### src/rtl/aim_pkg.sv
// Shared constants, state encoding and result type for the AIM scheduler.
package aim_pkg;

  localparam int LANES  = 32;
  localparam int LANE_W = 5;
  localparam int POS_W  = 9;
  localparam int ITE_W  = 4;
  localparam int HIT_W  = 6;

  typedef logic [2:0] state_t;

  localparam state_t ST_IDLE  = 3'd0;
  localparam state_t ST_START = 3'd1;
  localparam state_t ST_WAIT  = 3'd2;
  localparam state_t ST_DRAIN = 3'd3;
  localparam state_t ST_DONE  = 3'd4;

  typedef struct packed {
    logic [LANE_W-1:0] lane;
    logic [POS_W-1:0]  pos;
  } res_t;

  function automatic logic [HIT_W-1:0] popcount(input logic [LANES-1:0] v);
    logic [HIT_W-1:0] n;
    n = '0;
    for (int i = 0; i < LANES; i++) n = n + HIT_W'(v[i]);
    return n;
  endfunction

endpackage

### src/rtl/rr_arbiter.sv
// Combinational round-robin picker: first set request at or after ptr, wrapping.
module rr_arbiter #(
  parameter int NUM_REQ = 2,
  parameter int PTR_W   = (NUM_REQ > 1) ? $clog2(NUM_REQ) : 1
) (
  input  logic [NUM_REQ-1:0] req,
  input  logic [PTR_W-1:0]   ptr,
  output logic [NUM_REQ-1:0] gnt,
  output logic [PTR_W-1:0]   idx,
  output logic               any
);

  logic [PTR_W:0]   slot;
  logic [PTR_W-1:0] cand;

  // scan NUM_REQ slots starting from ptr, first hit wins
  always_comb begin
    gnt  = '0;
    idx  = '0;
    any  = 1'b0;
    slot = '0;
    cand = '0;
    for (int i = 0; i < NUM_REQ; i++) begin
      slot = {1'b0, ptr} + (PTR_W+1)'(i);
      if (slot >= (PTR_W+1)'(NUM_REQ)) slot = slot - (PTR_W+1)'(NUM_REQ);
      cand = slot[PTR_W-1:0];
      if (!any && req[cand]) begin
        any       = 1'b1;
        gnt[cand] = 1'b1;
        idx       = cand;
      end
    end
  end

endmodule

### src/rtl/aim_sched.sv
// Arbitrates requesters onto the single AIM engine, sequences start/finish,
// captures the per-lane results and streams only the hits back out.
//
//   state    | meaning
//   ---------+-------------------------------------------------------
//   ST_IDLE  | no job; arbitrate, latch grant and clamped iteration
//   ST_START | one-cycle start pulse to AIM, timeout counter cleared
//   ST_WAIT  | wait for finish or timeout, capture results on finish
//   ST_DRAIN | stream hit entries, lowest lane first, valid/ready
//   ST_DONE  | one-cycle done pulse, release grant, advance rr pointer
module aim_sched
  import aim_pkg::*;
#(
  parameter int NUM_REQ = 2,
  parameter int MAX_ITE = 7,
  parameter int TIMEOUT = 64
) (
  input  logic                     i_clk,
  input  logic                     i_rst_n,
  input  logic [NUM_REQ-1:0]       i_req,
  input  logic [NUM_REQ*ITE_W-1:0] i_req_ite,
  output logic [NUM_REQ-1:0]       o_gnt,
  output logic                     o_aim_start,
  output logic [ITE_W-1:0]         o_aim_ite,
  input  logic                     i_aim_finish,
  input  logic [LANES-1:0]         i_aim_valid,
  input  logic [LANES*POS_W-1:0]   i_aim_pos,
  output logic                     o_res_valid,
  input  logic                     i_res_ready,
  output logic [LANE_W-1:0]        o_res_lane,
  output logic [POS_W-1:0]         o_res_pos,
  output logic                     o_done,
  output logic [HIT_W-1:0]         o_hit_cnt,
  output logic                     o_timeout,
  output logic                     o_busy
);

  localparam int PTR_W = (NUM_REQ > 1) ? $clog2(NUM_REQ) : 1;
  localparam int TO_W  = $clog2(TIMEOUT);
  localparam logic [TO_W-1:0] TO_LAST = TO_W'(TIMEOUT - 1);

  state_t             state;
  logic [PTR_W-1:0]   rr_ptr;
  logic [PTR_W-1:0]   win_q;
  logic [PTR_W-1:0]   ptr_next;
  logic [NUM_REQ-1:0] arb_gnt;
  logic [PTR_W-1:0]   arb_idx;
  logic               arb_any;
  logic [ITE_W-1:0]   ite_req;
  logic [ITE_W-1:0]   ite_clamp;
  logic [TO_W-1:0]    to_cnt;
  logic [TO_W-1:0]    to_next;
  logic [LANES-1:0]   hit_mask;
  logic [LANES-1:0]   mask_next;
  logic [HIT_W-1:0]   hit_cnt_q;
  logic [POS_W-1:0]   pos_buf [LANES];
  logic [LANE_W-1:0]  lane_first;
  logic [LANE_W-1:0]  lane_next;
  res_t               res_q;

  function automatic logic [LANE_W-1:0] lowest_set(input logic [LANES-1:0] v);
    logic [LANE_W-1:0] r;
    r = '0;
    for (int i = LANES - 1; i >= 0; i--) if (v[i]) r = LANE_W'(i);
    return r;
  endfunction

  rr_arbiter #(
    .NUM_REQ (NUM_REQ),
    .PTR_W   (PTR_W)
  ) u_arb (
    .req (i_req),
    .ptr (rr_ptr),
    .gnt (arb_gnt),
    .idx (arb_idx),
    .any (arb_any)
  );

  // winner's iteration request, clamped to the largest legal value
  always_comb begin
    ite_req   = i_req_ite[arb_idx*ITE_W +: ITE_W];
    ite_clamp = (ite_req > ITE_W'(MAX_ITE)) ? ITE_W'(MAX_ITE) : ite_req;
  end

  // next-entry selection: first hit on capture, next hit after an accept
  always_comb begin
    mask_next  = hit_mask & ~(LANES'(1) << res_q.lane);
    lane_first = lowest_set(i_aim_valid);
    lane_next  = lowest_set(mask_next);
    to_next    = to_cnt + 1'b1;
    ptr_next   = (win_q == PTR_W'(NUM_REQ - 1)) ? '0 : win_q + 1'b1;
  end

  assign o_res_lane = res_q.lane;
  assign o_res_pos  = res_q.pos;

  // job sequencer; every output is a register updated on the transition
  always_ff @(posedge i_clk or negedge i_rst_n) begin
    if (!i_rst_n) begin
      state       <= ST_IDLE;
      rr_ptr      <= '0;
      win_q       <= '0;
      o_gnt       <= '0;
      o_aim_start <= 1'b0;
      o_aim_ite   <= '0;
      to_cnt      <= '0;
      hit_mask    <= '0;
      hit_cnt_q   <= '0;
      res_q       <= '0;
      o_res_valid <= 1'b0;
      o_done      <= 1'b0;
      o_hit_cnt   <= '0;
      o_timeout   <= 1'b0;
      o_busy      <= 1'b0;
      for (int i = 0; i < LANES; i++) pos_buf[i] <= '0;
    end else begin
      case (state)
        ST_IDLE: begin
          if (arb_any) begin
            o_gnt       <= arb_gnt;
            win_q       <= arb_idx;
            o_aim_ite   <= ite_clamp;
            o_aim_start <= 1'b1;
            o_busy      <= 1'b1;
            state       <= ST_START;
          end
        end
        ST_START: begin
          o_aim_start <= 1'b0;
          to_cnt      <= '0;
          state       <= ST_WAIT;
        end
        ST_WAIT: begin
          to_cnt <= to_next;
          if (i_aim_finish) begin
            for (int i = 0; i < LANES; i++) pos_buf[i] <= i_aim_pos[i*POS_W +: POS_W];
            hit_mask  <= i_aim_valid;
            hit_cnt_q <= popcount(i_aim_valid);
            if (i_aim_valid != '0) begin
              res_q.lane  <= lane_first;
              res_q.pos   <= i_aim_pos[lane_first*POS_W +: POS_W];
              o_res_valid <= 1'b1;
              state       <= ST_DRAIN;
            end else begin
              // nothing to stream, so skip the empty drain cycle
              o_done    <= 1'b1;
              o_hit_cnt <= '0;
              o_timeout <= 1'b0;
              state     <= ST_DONE;
            end
          end else if (to_next == TO_LAST) begin
            o_done    <= 1'b1;
            o_hit_cnt <= '0;
            o_timeout <= 1'b1;
            state     <= ST_DONE;
          end
        end
        ST_DRAIN: begin
          if (!o_res_valid) begin
            o_done    <= 1'b1;
            o_hit_cnt <= hit_cnt_q;
            o_timeout <= 1'b0;
            state     <= ST_DONE;
          end else if (i_res_ready) begin
            hit_mask <= mask_next;
            if (mask_next == '0) begin
              o_res_valid <= 1'b0;
              o_done      <= 1'b1;
              o_hit_cnt   <= hit_cnt_q;
              o_timeout   <= 1'b0;
              state       <= ST_DONE;
            end else begin
              res_q.lane <= lane_next;
              res_q.pos  <= pos_buf[lane_next];
            end
          end
        end
        ST_DONE: begin
          o_done    <= 1'b0;
          o_hit_cnt <= '0;
          o_timeout <= 1'b0;
          o_gnt     <= '0;
          o_busy    <= 1'b0;
          rr_ptr    <= ptr_next;
          state     <= ST_IDLE;
        end
        default: state <= ST_IDLE;
      endcase
    end
  end

endmodule
### config.mk
export PLATFORM = sky130hd
export DESIGN_NAME = aim_sched
export DESIGN_NICKNAME = d
export VERILOG_FILES = /design/src/rtl/aim_pkg.sv /design/src/rtl/rr_arbiter.sv /design/src/rtl/aim_sched.sv
export SDC_FILE = /design/constraint.sdc
export NUM_CORES = 1
export LEC_CHECK = 0
export CAP_MARGIN = 0
export CORE_MARGIN = 2
export CORE_UTILIZATION = 50
export CTS_BUF_LIST = sky130_fd_sc_hd__clkbuf_2 sky130_fd_sc_hd__clkbuf_4 sky130_fd_sc_hd__clkbuf_8
export CTS_CLUSTER_SIZE = 40
export DETAILED_ROUTE_END_ITERATION = 10
export GPL_ROUTABILITY_DRIVEN = 0
export PLACE_DENSITY_LB_ADDON = 0.1
export SYNTH_ARGS = -nofsm -noshare
export SYNTH_HDL_FRONTEND = slang
export SYNTH_HIERARCHICAL = 1
export SYNTH_SLANG_ARGS = --single-unit
### constraint.sdc
create_clock -name i_clk -period 4.8 [get_ports i_clk]
set_clock_uncertainty 0.1 [all_clocks]
set_input_delay 0.48 -clock i_clk [delete_from_list [all_inputs] [get_ports i_clk]]
set_output_delay 0.48 -clock i_clk [all_outputs]
set_load 0.01 [all_outputs]
After elaboration in Yosys (flattened, before gate mapping)
Cells that the tools add are included.

Bits in registers: 368. Input port bits: 334. Word-level logic and storage cells: 271.

$add $sub $neg: 36. $mul: 1. $lt $le $gt $ge: 8. Eq/ne operators: 15. Shift-type cells: 3. Muxes and demuxes: 135. Bitwise operators: 4. Reductions and logical operators: 21.

Operator list (count): $mux 5 (64); $shiftx 288x10->9 (1); $add 6x1->6 (26); $mux 32 (3); $mux 14 (5); $pmux 32 s2 (1); $bmux 9 s5 (1); $mux 6 (6); $and 32x32->32 (1); $logic_not 32->1 (1); $not 32->32 (1); $reduce_bool 32->1 (1); $shl 1x5->32 const A (1); $mux 1 (30); $pmux 14 s2 (1); $mux 3 (7); $mux 9 (2); $pmux 6 s3 (1); $ne 2x2->1 const B (6); $ne 3x3->1 const B (4); $pmux 3 s4 (1); $pmux 6 s2 (1); $mul 5x4->9 const B (1); $reduce_and 2->1 (4); 37 further kinds (53).

Depth between registers and ports, before layout
Gate-level depths: netlist (run 1).

Word-level depth: 43. Gate-level depth with buffers: 18. Depth with buffers taken out: 18.

By module
Netlist (run 1), hierarchy kept.

By module, submodules not included: aim_sched (times used 1, cells each 2560, area each 21202.8 µm², seq. area each 9208.8 µm²); rr_arbiter (times used 1, cells each 5, area each 32.5 µm², seq. area each 0.0 µm²).

Least setup slack after synthesis (run 1)
OpenSTA, ideal clock, no wires.

Path type: input port to flip-flop. Start: input port i_aim_valid[23]. End: register hit_cnt_q[4]. Arrival time: 4.595 ns. Required time: 4.617 ns. Setup slack: 0.022 ns. Stages on the path: 18. Buffers on the path: 0. Cell sequence: inv_1 -> fa_1 -> fa_1 -> inv_1 -> fa_1 -> inv_1 -> fa_1 -> fa_1 -> fa_1 -> inv_1 -> ha_1 -> inv_1 -> fa_1 -> inv_1 -> a21o_1 -> a21oi_1 -> xor2_1 -> o21ai_0.

Word-level cells in the longest chain between the ends: 9.

RTL lines: from (decl) (RTL line aim_sched.sv:26) `input logic [LANES-1:0] i_aim_valid,`; $add 6x1->6 (9 in series) (RTL line aim_pkg.sv:26) `for (int i = 0; i < LANES; i++) n = n + HIT_W'(v[i]);`; to (signal assigned) (RTL line aim_sched.sv:138) `hit_cnt_q <= popcount(i_aim_valid);`; to (decl) (RTL line aim_sched.sv:55) `logic [HIT_W-1:0] hit_cnt_q;`.

Every way passes these cells. A chain may end at the register's enable or synchronous reset.

Worst setup path after layout (run 1)
Start: input port i_aim_valid[5]. End: register hit_cnt_q[4].

Word-level cells in the longest chain between the ends: 27.

RTL lines (RTL line): $add 5x1->6 (aim_pkg.sv:26); $add 6x1->6 (26 in series) (aim_pkg.sv:26).

Every way passes these cells.

==> flow_summary.json, run 1 <==
{
  "status": "finished clean",
  "power_density_nw_per_um2": 589.6,
  "final.min_clock_period_ps": 4736,
  "place_hpwl_um": 56520,
  "drt-total-wl_um": 78040,
  "drtAntennaViolNets": 0,
  "hold_path_class": "primary input to flip-flop",
  "fin_util_pct": 65.18,
  "critPathRequiredTime_ps": 5200,
  "crit_type": "primary input to flip-flop",
  "drv_cap": 0,
  "drt_iter0_markers": 2193,
  "num_io_pins": 365,
  "fin_crit_sh_pct": 98.66,
  "start_util_pct": 50.62,
  "crit_path_max_incr_delay_ps": 570,
  "post_drt_wl_per_cell_um": 22.00,
  "seq_area_frac_synth_pct": 43.37,
  "synth_warnings": 6,
  "dp.cells": 3435,
  "drive_above_1_share_pct": 10.46,
  "clk_pin_slew_ps": 50,
  "core_um2": 41950,
  "end_kind": "flip-flop",
  "nets": 3336,
  "synth_cell_types": 84,
  "die_x_um": 210.1,
  "critical_path.max_fanout": 2,
  "portBuffers": 364,
  "synth-edff-count": 0,
  "die_area_um2": 44140,
  "synth.avg_cell_area_um2": 8.279,
  "grt_antenna_before_repair": 6,
  "gr-usage-all-layers_pct": 35.09,
  "overflow": 0,
  "arrival_ps": 5130,
  "hold_slack_ps": 280.2,
  "cts_tree": "yes",
  "htreeDepth": 3,
  "die_h_um": 210.1,
  "cts.sinks": 368,
  "crit_family": "adder cells",
  "core.rowCount": 75,
  "cp_num_cells": 17,
  "path_cells": "clkdlybuf4s50_1 > inv_1 > fa_1 > fa_1 > fa_1 > fa_1 > fa_2 > fa_1 > inv_2 > ha_4 > inv_2 > fa_2 > inv_2 > a21o_1 > a21oi_2 > xor2_1 > o21ai_1",
  "relSlewSlack_pct": 17.41,
  "r2r_cells": 12,
  "grt_max_degree": 190,
  "clockBufferDepth": 3,
  "start_kind": "primary input",
  "reg2reg_slack_ps": 80,
  "path_buf_inv": 5,
  "ys_seq_elements": 368,
  "p_leak_nw": 12.82,
  "max-vdd-ir-drop_mv": 0.4484,
  "syn_nets": 2933,
  "layoutNonFillerInstCount": 3547,
  "vias": 21080,
  "hold_viol": 0,
  "slowest_stage": "fa_1",
  "synthFlopType": "dfrtp_1",
  "tightest_slew_ps": 1239,
  "avgViaCountPerCell": 5.944,
  "grt_pass1_vias": 20570,
  "async_flop_share_pct": 100.0,
  "first_pass_iters": 5,
  "clock.fmax_mhz": 211.2,
  "cts_buffers": 68,
  "setup_viol": 0,
  "syn-instance-count": 2565,
  "crit_path_frequent_cell": "fa_1",
  "final_max_slew_viol_count": 0,
  "insertion_delay_ps": 640,
  "root_buffer": "clkbuf_8",
  "hold_depth": 4,
  "area_delta_synth_final_pct": 28.75,
  "grt_pass1_wl_um": 118900,
  "synth_area_um2": 21240,
  "drc": 0,
  "rsz0062_at_grt": "yes"
}
==> power by group <==
part           total [W]  leakage, nW  internal (W)  switching, W
Clock            0.00298        0.670       0.00163       0.00136
Combinational    0.00773         7.59       0.00302       0.00471
Sequential       0.00541         4.56       0.00452      0.000890
Total             0.0161         12.8       0.00917       0.00696
==> placed cells by master (no fill, tap or decap), types with 14 or more instances in the layout <==
master,instances
nand2_1,1086
dfrtp_1,368
clkdlybuf4s50_1,357
mux2i_1,118
buf_4,115
nor2_1,110
a21oi_1,107
clkbuf_8,79
nand3_1,52
o21ai_0,49
inv_1,41
mux4_2,34
a211oi_1,26
a31oi_1,26
a22oi_1,23
nor3_1,21
a221oi_1,21
fa_1,21
o21ai_1,19
clkbuf_4,19
and2_1,18
a32oi_1,18
o211ai_1,14
==> Yosys cell counts (9+ instances only) <==
cell type | count | area [µm²]
and2_1 | 18 | 112.6
o21a_1 | 13 | 97.59
a221o_1 | 11 | 110.1
a31oi_1 | 26 | 162.7
nor3_1 | 21 | 105.1
buf_2 | 36 | 180.2
ha_1 | 10 | 125.1
fa_1 | 24 | 480.5
inv_1 | 47 | 176.4
a21oi_1 | 109 | 545.5
mux4_2 | 34 | 765.7
a221oi_1 | 21 | 183.9
o21ai_0 | 51 | 255.2
nor4_1 | 13 | 81.33
a32o_1 | 9 | 90.09
nand2b_1 | 9 | 56.30
mux2i_1 | 118 | 1181
dfrtp_1 | 368 | 9209
a211oi_1 | 26 | 195.2
a22oi_1 | 23 | 172.7
a22o_1 | 11 | 96.34
clkbuf_1 | 107 | 401.6
o21ai_1 | 17 | 85.08
nor2_1 | 110 | 412.9
nand2_1 | 1088 | 4084
a32oi_1 | 18 | 157.7
nand4_1 | 13 | 81.33
nand3_1 | 53 | 265.3
o211ai_1 | 14 | 105.1
==> tightest hold or removal path, stage by stage <==
cell and delay (ps):
dlymetal6s2s_1 120, buf_4 160, a21oi_1 70, a21oi_1 130
==> what timing repair did <==
item	4_1_cts	5_1_grt
hold buffers	1	0
setup endpoints to repair	4	6
gates resized for setup	8	13
endpoints found under the hold margin	103	0
buffers inserted	0	1
pin swaps	8	7
==> final cells by class <==
cell class | instances | area [µm²]
Timing Repair Buffer | 491 | 4753
Antenna cell | 5 | 12.51
Clock buffer | 98 | 1230
Sequential cell | 368 | 9209
Multi-Input combinational cell | 1991 | 11230
Tap cell | 539 | 674.4
Fill cell | 3556 | 14610
Clock inverter | 7 | 51.30
Inverter | 48 | 180.2
==> final timing paths <==
kind	from	to
worst max-delay path	i_aim_valid[5]	hit_cnt_q[4]$_DFFE_PN0P_
worst min-delay path	i_aim_valid[23]	hit_mask[23]$_DFFE_PN0P_
worst max register to register	o_res_lane[0]$_DFFE_PN0P_	o_res_pos[3]$_DFFE_PN0P_
worst min register to register	win_q$_DFFE_PN0P_	rr_ptr$_DFFE_PN0P_
max in group asynchronous	i_rst_n	pos_buf[287]$_DFFE_PN0P_
min in group asynchronous	i_rst_n	hit_mask[21]$_DFFE_PN0P_
==> metrics by stage <==
step | instance area [µm²] | total power, W | TNS [ps] | setup slack, ps
2_1_floorplan | 21240 | 0.01004 | 0 | 22.17
3_3_place_gp | 25990 | 0.01260 | -2936 | -718.3
3_5_place_dp | 25990 | 0.01287 | -3543 | -834.0
4_1_cts | 27300 | 0.01595 | 0 | 0.4867
5_1_grt | 27340 | 0.01717 | -25.53 | -25.53
6_report | 27340 | 0.01612 | 0 | 64.18
==> kinds of logic (layout without fill, tap and decap cells) <==
group | Yosys count | count (layout) | synth area share, %
compound gates | 421 | 421 | 13.79
mux | 154 | 154 | 9.274
buf+inv | 206 | 644 | 4.172
simple gates | 1377 | 1377 | 26.34
fa+ha+maj | 34 | 34 | 2.852
flops | 368 | 368 | 43.37
other cells | 0 | 5 | 0
xor+xnor | 5 | 5 | 0.2062
==> registers in the layout, indices dropped and copies added, names as in the netlist <==
name	cells
o_busy	1
win_q	1
rr_ptr	1
pos_buf	288
o_res_valid	1
o_aim_start	1
o_aim_ite	4
hit_mask	32
o_done	1
o_gnt	2
hit_cnt_q	6
o_hit_cnt	6
o_timeout	1
state	3
o_res_pos	9
to_cnt	6
o_res_lane	5
==> routing by layer <==
layer / global-route usage, % / routed length (µm)
met1: 48.39 / 31790
met2: 53.98 / 35230
met3: 7.524 / 7980
met4: 14.58 / 3039
met5: 0 / 11
Power figures use the tool's default switching activity.
==> inputs of run 2 (changes only) <==
--- a/config.mk
+++ b/config.mk
@@ -12,7 +12,9 @@
 export CTS_CLUSTER_SIZE = 40
 export DETAILED_ROUTE_END_ITERATION = 10
 export GPL_ROUTABILITY_DRIVEN = 0
+export HOLD_SLACK_MARGIN = 0.15
 export PLACE_DENSITY_LB_ADDON = 0.1
+export SETUP_SLACK_MARGIN = 0.2
 export SYNTH_ARGS = -nofsm -noshare
 export SYNTH_HDL_FRONTEND = slang
 export SYNTH_HIERARCHICAL = 1
==> run 2 against run 1 <==
  * Register-to-register slack better by 260 ps
  * Total power rose by 0.86%
  * Fmax grew 5.6%
  * First-iteration DRC count decreased by 1.0%
  * Die area stayed put
  * Wire length shrank 0.17%
  * Critical path depth stayed put
  * Flip-flop and latch count did not move
  * Largest power group unchanged
  * Highest routed layer unchanged
==> flow_summary.json, run 2 (synthesis gave the netlist of run 1 again) <==
{
  "die_x_um": 210.1,
  "area_delta_synth_final_pct": 29.55,
  "final.min_clock_period_ps": 4484,
  "drc": 0,
  "swShare_pct": 42.84,
  "arrival_ps": 4930,
  "die_area_um2": 44140,
  "netSwitchingPower_w": 0.006966,
  "num_io_pins": 365,
  "cts.sinks": 368,
  "dp_slack_ps": -697.7,
  "start_util_pct": 50.62,
  "setup_viol": 0,
  "grt_pass1_vias": 21110,
  "grt_pass1_wl_um": 120200,
  "fin_crit_sh_pct": 93.42,
  "internal_power_w": 0.009295,
  "grt_max_degree": 120,
  "tightest_slew_ps": 1138,
  "drt_iter0_markers": 2170,
  "final_common_cell": "nand2_1",
  "hold_slack_ps": 211.2,
  "clockBufferDepth": 3,
  "critical_path.max_fanout": 2,
  "clk_pin_slew_ps": 60,
  "gr-usage-all-layers_pct": 35.41,
  "drt-total-wl_um": 77910,
  "fin_ws_ps": 315.6,
  "vias": 21060,
  "drive_above_1_share_pct": 11.26,
  "status": "finished clean",
  "final_max_slew_viol_count": 0,
  "largest_register_ff_count": 288,
  "power_density_nw_per_um2": 591.1,
  "die_h_um": 210.1,
  "portBuffers": 364,
  "p_leak_nw": 12.91,
  "critPathRequiredTime_ps": 5240,
  "place_area_um2": 26100,
  "first_pass_iters": 6,
  "post_drt_wl_per_cell_um": 21.85,
  "power_frac_clock_pct": 19.5,
  "max-vdd-ir-drop_mv": 0.3133,
  "place_hpwl_um": 56820,
  "drv_cap": 0,
  "seq_power_share_pct": 33.1,
  "insertion_delay_ps": 640,
  "rsz0062_at_grt": "yes",
  "hold_path_class": "primary input to flip-flop",
  "nFillCells": 3542,
  "clock.fmax_mhz": 223.0,
  "relSlewSlack_pct": 24.12,
  "fin_util_pct": 65.58,
  "total_power_w": 0.01626,
  "nets": 3342,
  "crit_type": "primary input to flip-flop",
  "start_kind": "primary input",
  "cts_buffers": 68,
  "hold_viol": 0,
  "core.rowCount": 75,
  "regMostFlops": "pos_buf",
  "end_kind": "flip-flop",
  "overflow": 0,
  "p_comb_share_pct": 47.5,
  "root_buffer": "clkbuf_8",
  "cts_tree": "yes",
  "grt_antenna_before_repair": 9,
  "avgViaCountPerCell": 5.908,
  "drtAntennaViolNets": 0,
  "fin_area_um2": 27510,
  "core_um2": 41950,
  "htreeDepth": 3,
  "layout_common_cells": "nand2_1, dfrtp_1, clkdlybuf4s50_1"
}
run 2: cell count changes in the layout (fill, tap and decap cells not counted), sizes merged:
cell	previous run	this run
buf	127	133
clkbuf	98	113
clkdlybuf4s15	0	1
clkdlybuf4s50	357	348
clkinvlp	4	2
diode	5	7
dlygate4sd2	1	6
dlymetal6s2s	5	1
inv	48	52
run 2: final timing paths:
check	start	end	cells after the start	slack, ps
max	i_aim_valid[7]	hit_cnt_q[4]$_DFFE_PN0P_	17	320
max in group asynchronous	i_rst_n	to_cnt[0]$_DFFE_PN0P_	3	2910
min reg2reg	pos_buf[23]$_DFFE_PN0P_	pos_buf[23]$_DFFE_PN0P_	2	370
min	i_aim_valid[25]	hit_mask[25]$_DFFE_PN0P_	4	210
min in group asynchronous	i_rst_n	hit_mask[20]$_DFFE_PN0P_	2	420
max reg2reg	o_res_lane[4]$_DFFE_PN0P_	o_res_pos[3]$_DFFE_PN0P_	12	340
run 2: through the flow:
step	setup TNS, ps	instances
floorplan	0	2565
global placement	-2739	3441
detailed placement	-3022	3441
CTS	0	3558
global route	0	3565
finish	0	3565
run 2: critical path: stages:
cell,delay (ps)
dlygate4sd2_1,230
inv_1,70
fa_1,510
fa_1,540
fa_1,440
fa_1,530
fa_1,550
fa_1,410
inv_1,70
ha_2,180
inv_2,40
fa_2,340
inv_2,50
a21o_1,110
a21oi_2,50
xor2_1,160
o21ai_1,150
run 2: power groups by stage:
stage / Clock (W) / Sequential, W / Combinational [W]
floorplan: 0 / 0.00517 / 0.00491
global placement: 0 / 0.00532 / 0.00731
detailed placement: 0 / 0.00538 / 0.00752
CTS: 0.00320 / 0.00535 / 0.00757
global route: 0.00335 / 0.00553 / 0.00846
finish: 0.00317 / 0.00538 / 0.00772
run 2: final cells by class:
class	count	area, µm²	area share [%]
diodes	7	17.52	0.06367
clock buffers	106	1321	4.803
clock inverters	9	73.82	0.2683
inverters	48	180.2	0.6549
multi-input cells	1991	11220	40.79
flip-flops and latches	368	9209	33.47
well taps	539	674.4	2.451
repair buffers	497	4813	17.50
run 2: layer usage:
layer  part of all wire [%]  routed length [µm]  track usage, %  up-vias
met5                  0.056                  44               0        -
met4                    4.4                3451           16.87        4
met3                    9.8                7597           9.148      193
met2                     45               35050           53.71     1165
met1                     41               31770           47.62    10170
li1                       -                   -               -     9528
run 2: repair_timing:
item / 4_1_cts / 5_1_grt
pin swaps: 11 / 13
hold endpoints to repair: 116 / 0
buffers inserted: 1 / 0
setup endpoints to repair: 5 / 11
hold buffers: 1 / 0
gates resized for setup: 18 / 30
==> inputs of run 3 (changes only) <==
--- a/config.mk
+++ b/config.mk
@@ -5,7 +5,6 @@
 export SDC_FILE = /design/constraint.sdc
 export NUM_CORES = 1
 export LEC_CHECK = 0
-export CAP_MARGIN = 0
 export CORE_MARGIN = 2
 export CORE_UTILIZATION = 50
 export CTS_BUF_LIST = sky130_fd_sc_hd__clkbuf_2 sky130_fd_sc_hd__clkbuf_4 sky130_fd_sc_hd__clkbuf_8
==> results of run 3 <==
The final DEF is identical to that of run 2; final timing and power are the same.
